$ cat src/rtl/mrelbp_axil_master_pkg.sv
// Shared types and constants for the MRELBP AXI4-Lite host-side master.
package mrelbp_axil_master_pkg;

    // Master FSM states
    typedef enum logic [2:0] {
        StIdle,
        StWrReq,
        StWrResp,
        StRdAddr,
        StRdData,
        StDone
    } axil_mst_state_t;

    // AXI response encodings
    localparam logic [1:0] AXI_RESP_OKAY   = 2'b00;
    localparam logic [1:0] AXI_RESP_SLVERR = 2'b10;
    localparam logic [1:0] AXI_RESP_DECERR = 2'b11;

    // MRELBP control slave register offsets
    localparam logic [31:0] REG_CTRL = 32'h0000_0000;
    localparam logic [31:0] REG_CFG  = 32'h0000_0004;

endpackage

$ cat src/rtl/axil_watchdog.sv
// Loadable saturating cycle counter; expired_o is high during the Limit-th enabled cycle
// since the last load. Limit = 0 disables expiry.
module axil_watchdog #(
    parameter int unsigned Limit = 1024
) (
    input  logic clk_i,
    input  logic rst_i,
    input  logic load_i,
    input  logic en_i,
    output logic expired_o
);

    localparam int unsigned     CntW    = (Limit > 1) ? $clog2(Limit) : 1;
    localparam logic [CntW-1:0] LastCnt = (Limit == 0) ? '0 : CntW'(Limit - 1);
    localparam logic [CntW-1:0] CntOne  = CntW'(1);

    logic [CntW-1:0] count_q;

    // Count enabled cycles, saturating at the last allowed value
    always_ff @(posedge clk_i) begin
        if (rst_i || load_i) begin
            count_q <= '0;
        end else if (en_i && (count_q != LastCnt)) begin
            count_q <= count_q + CntOne;
        end
    end

    assign expired_o = (Limit != 0) && en_i && (count_q == LastCnt);

endmodule

$ cat src/rtl/mrelbp_axil_master.sv
// AXI4-Lite master turning single-word register commands into AXI-Lite transactions
// toward the MRELBP control slave. One command in flight, watchdog-guarded.
module mrelbp_axil_master #(
    parameter int unsigned ADDR_W  = 32,
    parameter int unsigned DATA_W  = 32,
    parameter int unsigned TIMEOUT = 1024
) (
    input  logic                clk_i,
    input  logic                rst_i,
    // command side
    input  logic                cmd_valid_i,
    output logic                cmd_ready_o,
    input  logic                cmd_write_i,
    input  logic [ADDR_W-1:0]   cmd_addr_i,
    input  logic [DATA_W-1:0]   cmd_wdata_i,
    input  logic [DATA_W/8-1:0] cmd_wstrb_i,
    // response side
    output logic                rsp_valid_o,
    output logic [DATA_W-1:0]   rsp_rdata_o,
    output logic [1:0]          rsp_resp_o,
    output logic                rsp_timeout_o,
    // AXI-Lite write channels
    output logic [ADDR_W-1:0]   m_axi_awaddr_o,
    output logic                m_axi_awvalid_o,
    input  logic                m_axi_awready_i,
    output logic [DATA_W-1:0]   m_axi_wdata_o,
    output logic [DATA_W/8-1:0] m_axi_wstrb_o,
    output logic                m_axi_wvalid_o,
    input  logic                m_axi_wready_i,
    input  logic [1:0]          m_axi_bresp_i,
    input  logic                m_axi_bvalid_i,
    output logic                m_axi_bready_o,
    // AXI-Lite read channels
    output logic [ADDR_W-1:0]   m_axi_araddr_o,
    output logic                m_axi_arvalid_o,
    input  logic                m_axi_arready_i,
    input  logic [DATA_W-1:0]   m_axi_rdata_i,
    input  logic [1:0]          m_axi_rresp_i,
    input  logic                m_axi_rvalid_i,
    output logic                m_axi_rready_o
);

    import mrelbp_axil_master_pkg::*;

    axil_mst_state_t     state_q;
    logic                cmd_ready_q;
    logic [ADDR_W-1:0]   addr_q;
    logic [DATA_W-1:0]   wdata_q;
    logic [DATA_W/8-1:0] wstrb_q;
    logic                awvalid_q, wvalid_q, bready_q, arvalid_q, rready_q;
    logic                aw_done_q, w_done_q;
    logic                rsp_valid_q, rsp_timeout_q;
    logic [DATA_W-1:0]   rsp_rdata_q;
    logic [1:0]          rsp_resp_q;

    logic accept;
    logic aw_hs, w_hs, aw_done_n, w_done_n;
    logic wd_en, wd_expired;
    logic abort;

    assign accept    = cmd_ready_q && cmd_valid_i;
    assign aw_hs     = awvalid_q && m_axi_awready_i;
    assign w_hs      = wvalid_q && m_axi_wready_i;
    assign aw_done_n = aw_done_q || aw_hs;
    assign w_done_n  = w_done_q || w_hs;
    assign wd_en     = (state_q == StWrReq) || (state_q == StWrResp) ||
                       (state_q == StRdAddr) || (state_q == StRdData);

    axil_watchdog #(
        .Limit (TIMEOUT)
    ) u_watchdog (
        .clk_i     (clk_i),
        .rst_i     (rst_i),
        .load_i    (accept),
        .en_i      (wd_en),
        .expired_o (wd_expired)
    );

    // Expiry aborts unless the phase completes in the same cycle (a completing handshake wins)
    always_comb begin
        abort = 1'b0;
        case (state_q)
            StWrReq:  abort = wd_expired && !(aw_done_n && w_done_n);
            StWrResp: abort = wd_expired && !m_axi_bvalid_i;
            StRdAddr: abort = wd_expired && !m_axi_arready_i;
            StRdData: abort = wd_expired && !m_axi_rvalid_i;
            default:  abort = 1'b0;
        endcase
    end

    // Transaction FSM with registered channel and response outputs
    always_ff @(posedge clk_i) begin
        if (rst_i) begin
            state_q       <= StIdle;
            cmd_ready_q   <= 1'b0;
            addr_q        <= '0;
            wdata_q       <= '0;
            wstrb_q       <= '0;
            awvalid_q     <= 1'b0;
            wvalid_q      <= 1'b0;
            bready_q      <= 1'b0;
            arvalid_q     <= 1'b0;
            rready_q      <= 1'b0;
            aw_done_q     <= 1'b0;
            w_done_q      <= 1'b0;
            rsp_valid_q   <= 1'b0;
            rsp_rdata_q   <= '0;
            rsp_resp_q    <= AXI_RESP_OKAY;
            rsp_timeout_q <= 1'b0;
        end else if (abort) begin
            awvalid_q     <= 1'b0;
            wvalid_q      <= 1'b0;
            bready_q      <= 1'b0;
            arvalid_q     <= 1'b0;
            rready_q      <= 1'b0;
            aw_done_q     <= 1'b0;
            w_done_q      <= 1'b0;
            rsp_valid_q   <= 1'b1;
            rsp_rdata_q   <= '0;
            rsp_resp_q    <= AXI_RESP_SLVERR;
            rsp_timeout_q <= 1'b1;
            state_q       <= StDone;
        end else begin
            rsp_valid_q <= 1'b0;
            case (state_q)
                StIdle: begin
                    if (accept) begin
                        cmd_ready_q <= 1'b0;
                        addr_q      <= cmd_addr_i;
                        wdata_q     <= cmd_wdata_i;
                        wstrb_q     <= cmd_wstrb_i;
                        if (cmd_write_i) begin
                            awvalid_q <= 1'b1;
                            wvalid_q  <= 1'b1;
                            aw_done_q <= 1'b0;
                            w_done_q  <= 1'b0;
                            state_q   <= StWrReq;
                        end else begin
                            arvalid_q <= 1'b1;
                            state_q   <= StRdAddr;
                        end
                    end else begin
                        cmd_ready_q <= 1'b1;
                    end
                end
                StWrReq: begin
                    if (aw_done_n && w_done_n) begin
                        awvalid_q <= 1'b0;
                        wvalid_q  <= 1'b0;
                        aw_done_q <= 1'b0;
                        w_done_q  <= 1'b0;
                        bready_q  <= 1'b1;
                        state_q   <= StWrResp;
                    end else begin
                        if (aw_hs) begin
                            awvalid_q <= 1'b0;
                            aw_done_q <= 1'b1;
                        end
                        if (w_hs) begin
                            wvalid_q <= 1'b0;
                            w_done_q <= 1'b1;
                        end
                    end
                end
                StWrResp: begin
                    if (m_axi_bvalid_i) begin
                        bready_q      <= 1'b0;
                        rsp_valid_q   <= 1'b1;
                        rsp_rdata_q   <= '0;
                        rsp_resp_q    <= m_axi_bresp_i;
                        rsp_timeout_q <= 1'b0;
                        state_q       <= StDone;
                    end
                end
                StRdAddr: begin
                    if (m_axi_arready_i) begin
                        arvalid_q <= 1'b0;
                        rready_q  <= 1'b1;
                        state_q   <= StRdData;
                    end
                end
                StRdData: begin
                    if (m_axi_rvalid_i) begin
                        rready_q      <= 1'b0;
                        rsp_valid_q   <= 1'b1;
                        rsp_rdata_q   <= m_axi_rdata_i;
                        rsp_resp_q    <= m_axi_rresp_i;
                        rsp_timeout_q <= 1'b0;
                        state_q       <= StDone;
                    end
                end
                StDone: begin
                    cmd_ready_q <= 1'b1;
                    state_q     <= StIdle;
                end
                default: state_q <= StIdle;
            endcase
        end
    end

    assign cmd_ready_o     = cmd_ready_q;
    assign rsp_valid_o     = rsp_valid_q;
    assign rsp_rdata_o     = rsp_rdata_q;
    assign rsp_resp_o      = rsp_resp_q;
    assign rsp_timeout_o   = rsp_timeout_q;
    assign m_axi_awaddr_o  = addr_q;
    assign m_axi_awvalid_o = awvalid_q;
    assign m_axi_wdata_o   = wdata_q;
    assign m_axi_wstrb_o   = wstrb_q;
    assign m_axi_wvalid_o  = wvalid_q;
    assign m_axi_bready_o  = bready_q;
    assign m_axi_araddr_o  = addr_q;
    assign m_axi_arvalid_o = arvalid_q;
    assign m_axi_rready_o  = rready_q;

endmodule
$ cat config.mk
export PLATFORM = sky130hd
export DESIGN_NAME = mrelbp_axil_master
export DESIGN_NICKNAME = d
export VERILOG_FILES = /design/src/rtl/mrelbp_axil_master_pkg.sv /design/src/rtl/axil_watchdog.sv /design/src/rtl/mrelbp_axil_master.sv
export SDC_FILE = /design/constraint.sdc
export NUM_CORES = 1
export LEC_CHECK = 0
export BUFFER_PORTS_ARGS = -buffer_cell sky130_fd_sc_hd__buf_2
export CORE_ASPECT_RATIO = 1.5
export CORE_UTILIZATION = 45
export CTS_CLUSTER_SIZE = 24
export DETAILED_ROUTE_END_ITERATION = 12
export MAX_ROUTING_LAYER = met4
export PLACE_DENSITY_LB_ADDON = 0.1
export SYNTH_ARGS = -nofsm -noshare
export SYNTH_HDL_FRONTEND = slang
export SYNTH_SLANG_ARGS = --single-unit
$ cat constraint.sdc
create_clock -name clk_i -period 3.9 [get_ports clk_i]
set_input_delay 0.39 -clock clk_i [delete_from_list [all_inputs] [get_ports clk_i]]
set_output_delay 0.39 -clock clk_i [all_outputs]
set_load 0.02 [all_outputs]
==> impl_metrics.tcl <==
set metrics [dict create \
    maxSlewHeadroom_pct 28.2 \
    cpPeakStageDelay_ps 760 \
    postCtsSetupBuffers 0 \
    nets 948 \
    crit_fanout 41 \
    hold_violations 0 \
    p_per_area_nw_per_um2 641 \
    seqPwrFrac_pct 36.5 \
    peakVddDrop_v 0.000341 \
    syn2layout_area_growth_pct 33.3 \
    place_hpwl_um 9370 \
    cts_resized 0 \
    hp-class "primary input to register" \
    cts-buffers-inserted 17 \
    first_pass_iters 4 \
    fin_skew_ps 6.46 \
    critPathArrivalTime_ps 2660 \
    pwr-share-clk_pct 38.3 \
    syn_nets 743 \
    yosys_warnings 0 \
    synth_xor_area_share_pct 1.39 \
    viasPerCell 4.95 \
    ys_ff_latch 125 \
    synth-main-ff-cell "dfxtp_1" \
    crit_required_ps 4170 \
    path_class "register to register" \
    start_util_pct 46.9 \
    ioPinCount 255 \
    syn_area_per_cell_um2 7.99 \
    synth_cell_types 40 \
    core_area_um2 10700 \
    cts_tree "done" \
    post_drt_wl_per_cell_um 13.3 \
    n_antenna_cell 0 \
    overflow 0 \
    ant_nets 0 \
    leakage_uw 0.00301 \
    cp-start-kind "register" \
    r2r_slack_ps 1500 \
    yosysTopAreaCellShare_pct 49.8 \
    yosys.area_share.adder_pct 0.249 \
    status "finished, final reports clean" \
    cts_max_level 4 \
    numPortBuffers 254 \
    fin_crit_sh_pct 61.5 \
    vias 4907 \
    slowest_stage "dfxtp_1" \
    layout-drive-gt1-share_pct 35.3 \
    synthMuxAreaShare_pct 1.02 \
    fillers 983 \
    cap_violations 0 \
    seq_area_frac_synth_pct 49.8 \
    place_inst 959 \
    synth-simple-area-share_pct 23.0 \
    grt_usage_pct 23.6 \
    synth_top_area_cell "dfxtp_1" \
    cp-end-kind "register" \
    min_period_ps 2400 \
    netSwitchingFraction_pct 33.5 \
    p_sw_uw 1440 \
    setup_tns_ps 0 \
    grt_max_degree 70 \
    netlist_area_um2 5020 \
    intPower_uw 2860 \
    place_congestion 0.877 \
    drv_slew 0 \
    die-width_um 88.3 \
    dieArea_um2 11600 \
    wl_um 13200 \
    ctsHoldBuffers 0 \
    clk-insertion-delay-late_ps 410 \
    antenna_found_initial 0 \
    synth_top_family_by_area "simple AND/OR/NAND/NOR gates" \
    synth_edf_count 0 \
    grt_pass1_vias 4568 \
    cts-root-buf "clkbuf_16" \
    rsz0062_at_grt "no" \
    fmax_mhz 417 \
    ys_top_cells_by_area "dfxtp_1, nand2_1, a21oi_1, buf_4, nand3_1" \
    drc 0 \
    num_rows 46 \
    path_clk_slew_ps 60 \
    instances_no_fill 991 \
    drtIter0Drc 149 \
    tightest_slew_ps 1070 \
    crit_chain "mux2_2, a32o_1, nor2_2, a31o_4, a21oi_1" \
    cts.sinks 125 \
    synthArstFlopShare_pct 0 \
    synth_compound_area_share_pct 15.1 \
    grt_pass1_wl_um 21000 \
    synthCells 629 \
    die_h_um 131 \
    cts_buffer_depth 2 \
    pwr-share-comb_pct 25.2 \
    setup_viol 0 \
]
per-stage QoR:
| step | cell area, µm² | util, % | power [µW] | hold WS (ps) | setup slack (ps) |
|---|---|---|---|---|---|
| after floorplan | 5020 | - | 2400 | 454 | 2230 |
| after detailed placement | 6070 | 56.7 | 2680 | 441 | 1520 |
| after global routing | 6700 | 62.6 | 4520 | 203 | 1360 |
| after global placement | 6070 | 56.7 | 2660 | 434 | 1600 |
| final | 6700 | 62.6 | 4290 | 215 | 1500 |
| after CTS | 6700 | 62.6 | 4330 | 201 | 1500 |
final cells by class:
| type | instances | area (µm²) | share of cell area (%) |
|---|---|---|---|
| clock buffer | 18 | 429 | 6.41 |
| clock inverter | 14 | 193 | 2.88 |
| inverter | 5 | 18.8 | 0.280 |
| multi-input combinational | 426 | 2060 | 30.8 |
| sequential | 125 | 2500 | 37.4 |
| tap | 144 | 180 | 2.69 |
| timing repair buffer | 259 | 1310 | 19.5 |
flip-flops by register name, indices dropped and copies added (netlist names):
register	count
m_axi_araddr_o	32
m_axi_wdata_o	32
rsp_rdata_o	32
u_watchdog.count_q	10
m_axi_wstrb_o	4
state_q	3
rsp_resp_o	2
aw_done_q	1
cmd_ready_o	1
m_axi_arvalid_o	1
m_axi_awvalid_o	1
m_axi_bready_o	1
m_axi_rready_o	1
m_axi_wvalid_o	1
rsp_timeout_o	1
rsp_valid_o	1
w_done_q	1
metal layers:
metal / wire length [µm] / share of wire (%) / global-route usage (%) / vias up
li1: - / - / - / 2482
met3: 902 / 6.8 / 7.29 / 32
met2: 6750 / 51 / 38.9 / 193
met1: 5170 / 39 / 25.7 / 2200
met5: 0 / 0 / - / -
met4: 396 / 3.0 / 10.0 / 0
power by group through the flow:
stage	Sequential [µW]	Clock (µW)	Combinational, µW
floorplan	1710	0	686
global placement	1580	0	1080
detailed placement	1590	0	1090
CTS	1570	1670	1090
global route	1590	1740	1190
finish	1570	1640	1080
path summary, 6_finish.rpt:
path | startpoint | end | cells after the start
setup / recovery | state_q[0] | rsp_rdata_o[31] | 5
hold / removal | cmd_addr_i[29] | m_axi_araddr_o[29] | 3
setup reg to reg | state_q[0] | rsp_rdata_o[31] | 5
hold reg to reg | rsp_rdata_o[22] | rsp_rdata_o[22] | 2
layout by cell type, fill, tap and decap left out, types with 2 or more instances in the layout:
cell,count
buf_4,5
bufinv_16,4
nand4_1,2
a21oi_1,115
nor3_1,6
dfxtp_1,125
nand2_1,184
a31oi_1,5
clkbuf_16,17
nand3_1,42
nand3b_1,3
xor2_1,2
o21ai_0,5
nor4_1,7
nor2_1,19
and2_1,2
mux2i_1,4
buf_2,254
o31ai_1,2
clkinv_4,3
clkinvlp_4,3
inv_1,5
or3_1,3
clkinv_2,3
xnor2_1,6
synthesized netlist by cell type, types with 2 or more instances:
library cell / number
a21oi_1: 115
a31oi_1: 5
and2_1: 2
buf_2: 8
buf_4: 33
buf_6: 6
clkbuf_1: 26
dfxtp_1: 125
inv_1: 5
mux2i_1: 4
nand2_1: 184
nand3_1: 42
nand3b_1: 3
nand4_1: 2
nor2_1: 20
nor3_1: 6
nor4_1: 7
o21ai_0: 5
o31ai_1: 2
or3_1: 3
xnor2_1: 6
xor2_1: 2
cell families (layout without fill, tap and decap cells):
family,after synthesis,count (layout)
XOR/XNOR,8,8
adder cells (fa/ha/maj),1,1
AO/OA/AOI/OAI,138,138
flip-flops,125,125
multiplexers,5,5
buffers and inverters,78,296
AND/OR/NAND/NOR,274,274
worst max-delay path: cells and delay by family, from the launching register on:
family | cells | cell delay, ps
compound gates | 3 | 880
flops | 1 | 760
mux | 1 | 410
simple gates | 1 | 190
No activity file was read; power rests on OpenSTA's default activity.
